### src/rtl/pl_sysref_gen.sv
// Programmable SYSREF pulse generator in the PL clock domain. It can run continuously or emit
// a fixed-length burst, and can optionally align its first pulse to the captured board SYSREF.
module pl_sysref_gen #(
    parameter int CNT_W = 16,
    parameter int PW_W  = 8,
    parameter int BC_W  = 8
) (
    input  logic             pl_clk,
    input  logic             pl_rst,
    input  logic             start,
    input  logic             stop,
    input  logic             abort,
    input  logic [1:0]       mode,
    input  logic [CNT_W-1:0] period,
    input  logic [PW_W-1:0]  pulse_width,
    input  logic [BC_W-1:0]  burst_count,
    input  logic             sysref_in,
    output logic             sysref_out,
    output logic             sysref_edge,
    output logic             busy,
    output logic             done,
    output logic             cfg_err,
    output logic [BC_W-1:0]  pulse_cnt,
    output logic [1:0]       fsm_state
);

    typedef enum logic [1:0] {
        IDLE       = 2'd0,
        WAIT_ALIGN = 2'd1,
        HIGH       = 2'd2,
        LOW        = 2'd3
    } state_t;

    state_t           state, state_next;
    logic [CNT_W-1:0] cnt, cnt_next;
    logic [BC_W-1:0]  pulse_cnt_next;
    logic             stop_pend, stop_pend_next;
    logic             sysref_in_d;
    logic             done_next, cfg_err_next, edge_next, latch_cfg;
    logic             start_ok, align_edge, burst_end;

    logic             cfg_burst;
    logic [CNT_W-1:0] cfg_period;
    logic [PW_W-1:0]  cfg_pw;
    logic [BC_W-1:0]  cfg_bc;

    assign start_ok = (pulse_width != '0) &&
                      (period > CNT_W'(pulse_width)) &&
                      (!mode[0] || (burst_count != '0));

    // Only a 0->1 transition seen while already waiting counts as an alignment edge.
    assign align_edge = sysref_in && !sysref_in_d;
    assign burst_end  = cfg_burst && (pulse_cnt == cfg_bc);
    assign fsm_state  = state;

    always_comb begin
        state_next     = state;
        cnt_next       = cnt;
        pulse_cnt_next = pulse_cnt;
        stop_pend_next = stop_pend;
        done_next      = 1'b0;
        cfg_err_next   = 1'b0;
        edge_next      = 1'b0;
        latch_cfg      = 1'b0;

        case (state)
            IDLE: begin
                if (start && !abort) begin
                    if (start_ok) begin
                        latch_cfg      = 1'b1;
                        stop_pend_next = 1'b0;
                        pulse_cnt_next = '0;
                        if (mode[1]) begin
                            state_next = WAIT_ALIGN;
                        end else begin
                            state_next     = HIGH;
                            cnt_next       = CNT_W'(1);
                            pulse_cnt_next = BC_W'(1);
                            edge_next      = 1'b1;
                        end
                    end else begin
                        cfg_err_next = 1'b1;
                    end
                end
            end

            WAIT_ALIGN: begin
                if (abort) begin
                    state_next     = IDLE;
                    stop_pend_next = 1'b0;
                end else if (stop || stop_pend) begin
                    state_next     = IDLE;
                    stop_pend_next = 1'b0;
                    done_next      = 1'b1;
                end else if (align_edge) begin
                    state_next     = HIGH;
                    cnt_next       = CNT_W'(1);
                    pulse_cnt_next = BC_W'(1);
                    edge_next      = 1'b1;
                end
            end

            HIGH: begin
                if (abort) begin
                    state_next     = IDLE;
                    stop_pend_next = 1'b0;
                end else begin
                    if (stop) stop_pend_next = 1'b1;
                    cnt_next = cnt + CNT_W'(1);
                    if (cnt == CNT_W'(cfg_pw)) state_next = LOW;
                end
            end

            LOW: begin
                if (abort) begin
                    state_next     = IDLE;
                    stop_pend_next = 1'b0;
                end else if (cnt == cfg_period) begin
                    // Last cycle of the period: either finish cleanly or start the next pulse.
                    if (stop || stop_pend || burst_end) begin
                        state_next     = IDLE;
                        stop_pend_next = 1'b0;
                        done_next      = 1'b1;
                    end else begin
                        state_next     = HIGH;
                        cnt_next       = CNT_W'(1);
                        edge_next      = 1'b1;
                        pulse_cnt_next = (pulse_cnt == '1) ? pulse_cnt : pulse_cnt + BC_W'(1);
                    end
                end else begin
                    if (stop) stop_pend_next = 1'b1;
                    cnt_next = cnt + CNT_W'(1);
                end
            end

            default: begin
                state_next     = IDLE;
                stop_pend_next = 1'b0;
            end
        endcase
    end

    always_ff @(posedge pl_clk or posedge pl_rst) begin
        if (pl_rst) begin
            state       <= IDLE;
            cnt         <= '0;
            pulse_cnt   <= '0;
            stop_pend   <= 1'b0;
            sysref_in_d <= 1'b0;
            sysref_out  <= 1'b0;
            sysref_edge <= 1'b0;
            busy        <= 1'b0;
            done        <= 1'b0;
            cfg_err     <= 1'b0;
        end else begin
            state       <= state_next;
            cnt         <= cnt_next;
            pulse_cnt   <= pulse_cnt_next;
            stop_pend   <= stop_pend_next;
            sysref_in_d <= sysref_in;
            // Outputs are decoded from the next state so they line up with the state they describe.
            sysref_out  <= (state_next == HIGH);
            sysref_edge <= edge_next;
            busy        <= (state_next != IDLE);
            done        <= done_next;
            cfg_err     <= cfg_err_next;
        end
    end

    always_ff @(posedge pl_clk or posedge pl_rst) begin
        if (pl_rst) begin
            cfg_burst  <= 1'b0;
            cfg_period <= '0;
            cfg_pw     <= '0;
            cfg_bc     <= '0;
        end else if (latch_cfg) begin
            cfg_burst  <= mode[0];
            cfg_period <= period;
            cfg_pw     <= pulse_width;
            cfg_bc     <= burst_count;
        end
    end

endmodule

### config.mk
export PLATFORM = sky130hd
export DESIGN_NAME = pl_sysref_gen
export DESIGN_NICKNAME = d
export VERILOG_FILES = /design/src/rtl/pl_sysref_gen.sv
export SDC_FILE = /design/constraint.sdc
export NUM_CORES = 1
export LEC_CHECK = 0
export ABC_AREA = 0
export ABC_CLOCK_PERIOD_IN_PS = 3500
export BUFFER_PORTS_ARGS = -buffer_cell sky130_fd_sc_hd__buf_4
export CORE_AREA = 3 3 87 89
export DETAILED_ROUTE_END_ITERATION = 6
export DIE_AREA = 0 0 90 92
export GPL_TIMING_DRIVEN = 1
export PLACE_DENSITY = 0.84
export SYNTH_ARGS = -nofsm -noshare
export SYNTH_HDL_FRONTEND = slang
export SYNTH_SLANG_ARGS = --single-unit
### constraint.sdc
create_clock -name pl_clk -period 3.5 [get_ports pl_clk]
set_input_delay 0.35 -clock pl_clk [delete_from_list [all_inputs] [get_ports pl_clk]]
set_output_delay 0.35 -clock pl_clk [all_outputs]
set_load 0.005 [all_outputs]
# Yosys cells after proc, flatten, opt, wreduce, memory -nomap -nowiden
# Cells that the tools add are included.
[totals]
register_bits = 66
[op_classes]
n_addsub = 2
magnitude_cmp = 1
eq_ne = 22
n_mux = 66
n_reduce_logical = 19
[ops]
columns = ["op", "count"]
rows = [
  ["2-to-1 mux 16 bit", 10],
  ["2-to-1 mux 8 bit", 9],
  ["case mux 16 bit (4 select lines)", 1],
  ["2-to-1 mux 1 bit", 30],
  ["case mux 8 bit (3 select lines)", 1],
  ["2-to-1 mux 2 bit", 11],
  ["!= test 2 bit (second input constant)", 11],
  ["adder 16 x 1 -> 16 bit (second input constant)", 1],
  ["== test 16 bit", 1],
  ["== test 16 x 8 -> 1 bit", 1],
  ["> comparator 16 x 8 -> 1 bit", 1],
  ["nonzero test 8 bit", 2],
  ["AND reduction 10 bit", 1],
  ["AND reduction 9 bit", 1],
  ["adder 8 x 1 -> 8 bit (second input constant)", 1],
  ["== test 8 bit", 1],
  ["== test 8 bit (second input constant)", 1],
  ["case mux 2 bit (4 select lines)", 1],
  ["== test 2 bit (second input constant)", 3],
  ["!= test 3 bit (second input constant)", 2],
  ["logical AND 1 bit", 5],
  ["!= test 4 bit (second input constant)", 1],
  ["case mux 1 bit (4 select lines)", 1],
  ["AND reduction 4 bit", 1],
  ["other kinds (8)", 12],
]

# Longest topological paths before layout
[logic_depth]
depth_word = 8
mapped_depth = 10
mapped_depth_nobuf = 9

# Least setup slack after synthesis
# Ideal clock, no wire load.
[synth_path]
kind = "input -> register"
start = "in pulse_width[1]"
end = "reg cfg_bc[2]"
setup_time_ns = 0.125
arrival_ns = 2.133
path_slack_ns = 1.242
path_stages = 10
cell_sequence = "inv_1 ha_1 nor2b_1 o211ai_1 a211o_1 a31oi_4 nor2b_4 buf_6 buf_6 mux2_2"
[synth_via]
elab_chain_cells = 6
elab_cells_between_ends = 7
[synth_rtl]
columns = ["element", "line_no", "source"]
rows = [
  ["start: declaration", "15", "input logic [PW_W-1:0] pulse_width,"],
  ["> comparator 16 x 8 -> 1 bit or nonzero test 8 bit (tied branches)", "48, 47", ""],
  ["logical AND 1 bit *", "47", "assign start_ok = (pulse_width != '0) &&"],
  ["logical AND 1 bit *", "48", "(period > CNT_W'(pulse_width)) &&"],
  ["2-to-1 mux 1 bit *", "69", "if (start_ok) begin"],
  ["2-to-1 mux 1 bit *", "68", "if (start && !abort) begin"],
  ["2-to-1 mux 1 bit *", "66", "case (state)"],
  ["end signal: assignment", "180", "cfg_bc <= burst_count;"],
  ["end: declaration", "45", "logic [BC_W-1:0] cfg_bc;"],
]
# Every way passes the cells marked *; elsewhere a longest branch is shown, timed or not.
# A chain may end at the register's enable or synchronous reset.

# Worst setup path in the final report
[layout_path]
start = "reg cnt[1]"
end = "reg cnt[6]"
[layout_via]
elab_chain_cells = 4
elab_cells_between_ends = 8
[layout_rtl]
columns = ["element", "line_no", "source"]
rows = [
  ["start: declaration", "35", "logic [CNT_W-1:0] cnt, cnt_next;"],
  ["start signal: assignment", "157", "cnt <= cnt_next;"],
  ["adder 16 x 1 -> 16 bit or == test 16 bit (tied branches)", "109, 132, 118", ""],
  ["2-to-1 mux 16 bit", "118", "end else if (cnt == cfg_period) begin"],
  ["2-to-1 mux 16 bit", "115", "if (abort) begin"],
  ["case mux 16 bit (4 select lines)", "66", ""],
]
# Parallel ways exist; a longest one is shown, timed or not. The select of a mux whose other input is x is not followed.

==> run metrics <==
Startpoint Class=flop; WS Path Type=reg -> reg; Area growth syn-to-layout=16.4%; Setup Skew=2.24 ps; hold slack final=120 ps; worst setup margin=957 ps; vias in the first global route=3124; Period minus WS final=2540 ps; Routed WL=8750 µm; synthesized flop and latch total=66; final hold viol count=0; Crit-path slowest cell=nor4_4; total power=1.90 mW; Power Dens Cells=438 nW/µm²; synthesized cell area=3730 µm²; Critical Path AT=2780 ps; DR WL/cell=17.1 µm; synth unique cells=50; Worst path top cell family by delay=simple AND/OR/NAND/NOR gates; post-CTS setup repair buffer count=0; status=finished, final reports clean; Sum Neg Setup Slack=0 ps; Final Setup Violations=0; DRC=0; Fmax achieved=393 MHz; CP Cell Sequence=xnor2_1 -> nand4_1 -> nor4_4 -> a21oi_2 -> nand2_1 -> nor4_1 -> a21o_1; Post-synth ARST share=100%; Die Ht=92 µm; fraction of layout instances using a drive strength above 1=26.5%; via count=2959; RSZ-0062 raised after global routing=false; reg-to-reg setup timing slack=960 ps; maximum vdd drop=0.000295 V; IO Count=55; Tightest Hold Check Type=in -> reg; total global-route track usage=22.5%; maximum root-to-sink buffer count=2; Final Max Slew Viols=0; routed vias/inst=5.79; initial core utilization=54.5%; gpl congestion=0.848; cts bufs inserted=9; Finished Layout Cells=511; Detail Placement HPWL=6490 µm; hold-fix buffers at CTS=0; CTS tree=built; crit share post-route=72.7%; top cells by area, synth=dfrtp_1 (44%), mux2_2 (8.2%), xnor2_1 (4.0%), xor2_1 (3.5%), ha_1 (3.4%); Net Count, Synth=407; syn avg cell area=10.4 µm²; most used flip-flop cell after synthesis=dfrtp_1; largest net degree at the start of global routing=36; CP endpoint kind=flop; post-CTS resize count=0; Sink Count=66; FP Rows=30; drt pass-1 iters=4; largest area contributor in the netlist=dfrtp_1; drt first-iter violations=179; Yosys warnings=0; first-pass GRT wire length=14900 µm; Clock Latency Late Sink=340 ps; Die ar.=8280 µm²; placed insts=496; placed cell area=4180 µm²; global route overflow=0; Ant. Diodes=0; Max Cap Viol=0; register area share after synthesis=44.3%; Synth top cells by count=dfrtp_1 (66), mux2_2 (27), nand2_1 (26); Final Instance Area=4340 µm²; max incr delay on CP=530 ps; top-count cell post-synth=dfrtp_1; Clock Pin Slew Worst Setup and Hold Paths=70 ps; area of the core=6830 µm²; post-place setup slack=697 ps; Rel. slew slack=50.7%; Die W=90 µm; Worst Path Required=3740 ps; nets@finish=461; Post-DRT Antenna Nets=0; post-layout util=63.5%; Tightest Pin Transition=739 ps; Post-synth EDFFs=0; WP buf/inv=0; leakage power=1.98 nW; initial antenna violation count=0; Root Driver=clkbuf_8; Synth top area share=44.3%; port bufs=54; H-tree levels=3; CP max FO=15; Post-Syn Instances=357
==> routing by layer <==
layer	global-route usage (%)	wire length [µm]
met1	28.1	3770
met2	38.1	4310
met3	5.82	519
met4	7.27	149
met5	0	0
==> worst paths after layout <==
path | to | start | depth (start not counted)
hold / removal | sysref_in_d | sysref_in | 1
setup / recovery | cnt[6] | cnt[1] | 7
min in group asynchronous | cfg_pw[1] | pl_rst | 2
setup reg to reg | cnt[6] | cnt[1] | 7
max in group asynchronous | cnt[6] | pl_rst | 3
hold reg to reg | cfg_pw[7] | cfg_pw[7] | 1
==> kinds of logic (layout without fill, tap and decap cells) <==
logic type,count (synthesis),after routing,synth area share (%)
fa+ha+maj,10,10,3.36
compound gates,73,73,13.5
xor+xnor,32,32,7.52
flops,66,66,44.3
mux,34,34,10.4
simple gates,112,112,16.9
buf+inv,30,88,4.03
==> where the power goes <==
group | total [mW] | internal (mW) | leakage (nW) | switching (mW)
combinational | 0.396 | 0.217 | 1.06 | 0.179
sequential | 0.975 | 0.869 | 0.839 | 0.105
clock | 0.529 | 0.248 | 0.0827 | 0.281
==> layout by cell type, fill, tap and decap left out, types with 2 or more instances in the layout <==
master,count
xnor2_1,17
xor2_1,15
o211ai_1,2
nor3_1,6
o21a_1,5
nor2_4,2
clkinv_2,4
a21oi_1,19
o21bai_1,4
or3_1,6
mux2_2,27
and3_1,5
a211o_1,2
mux2_1,6
buf_4,57
or4_4,2
nor3b_1,2
nor4_1,9
nand3_1,11
a21o_1,6
nand2b_1,4
nor2b_1,6
inv_1,15
nand2_1,26
nor2_1,15
o31ai_1,3
nand4_1,10
a31oi_1,2
o21ai_0,20
ha_1,10
clkbuf_1,2
nand4b_1,2
dfrtp_1,66
clkbuf_8,9
==> layout make-up <==
cell class                      instances  area (µm²)
Inverter                               16        60.1
Fill cell                             566        2500
Multi-Input combinational cell        261        1920
Clock buffer                           11         131
Sequential cell                        66        1650
Tap cell                               96         120
Clock inverter                          4        20.0
Timing Repair Buffer                   57         428
==> sequential cells by signal, indices dropped and copies added (netlist names), 2 cells and up <==
name / flops
cnt: 16
pulse_cnt: 8
fsm_state: 2
cfg_period: 16
cfg_bc: 8
cfg_pw: 8
==> worst register-to-register path, stage by stage, from the launching register on <==
cell and delay (ps):
dfrtp_1 470, xnor2_1 230, nand4_1 160, nor4_4 530, a21oi_2 270, nand2_1 470
nor4_1 130, a21o_1 180
No activity file was read; power rests on OpenSTA's default activity.
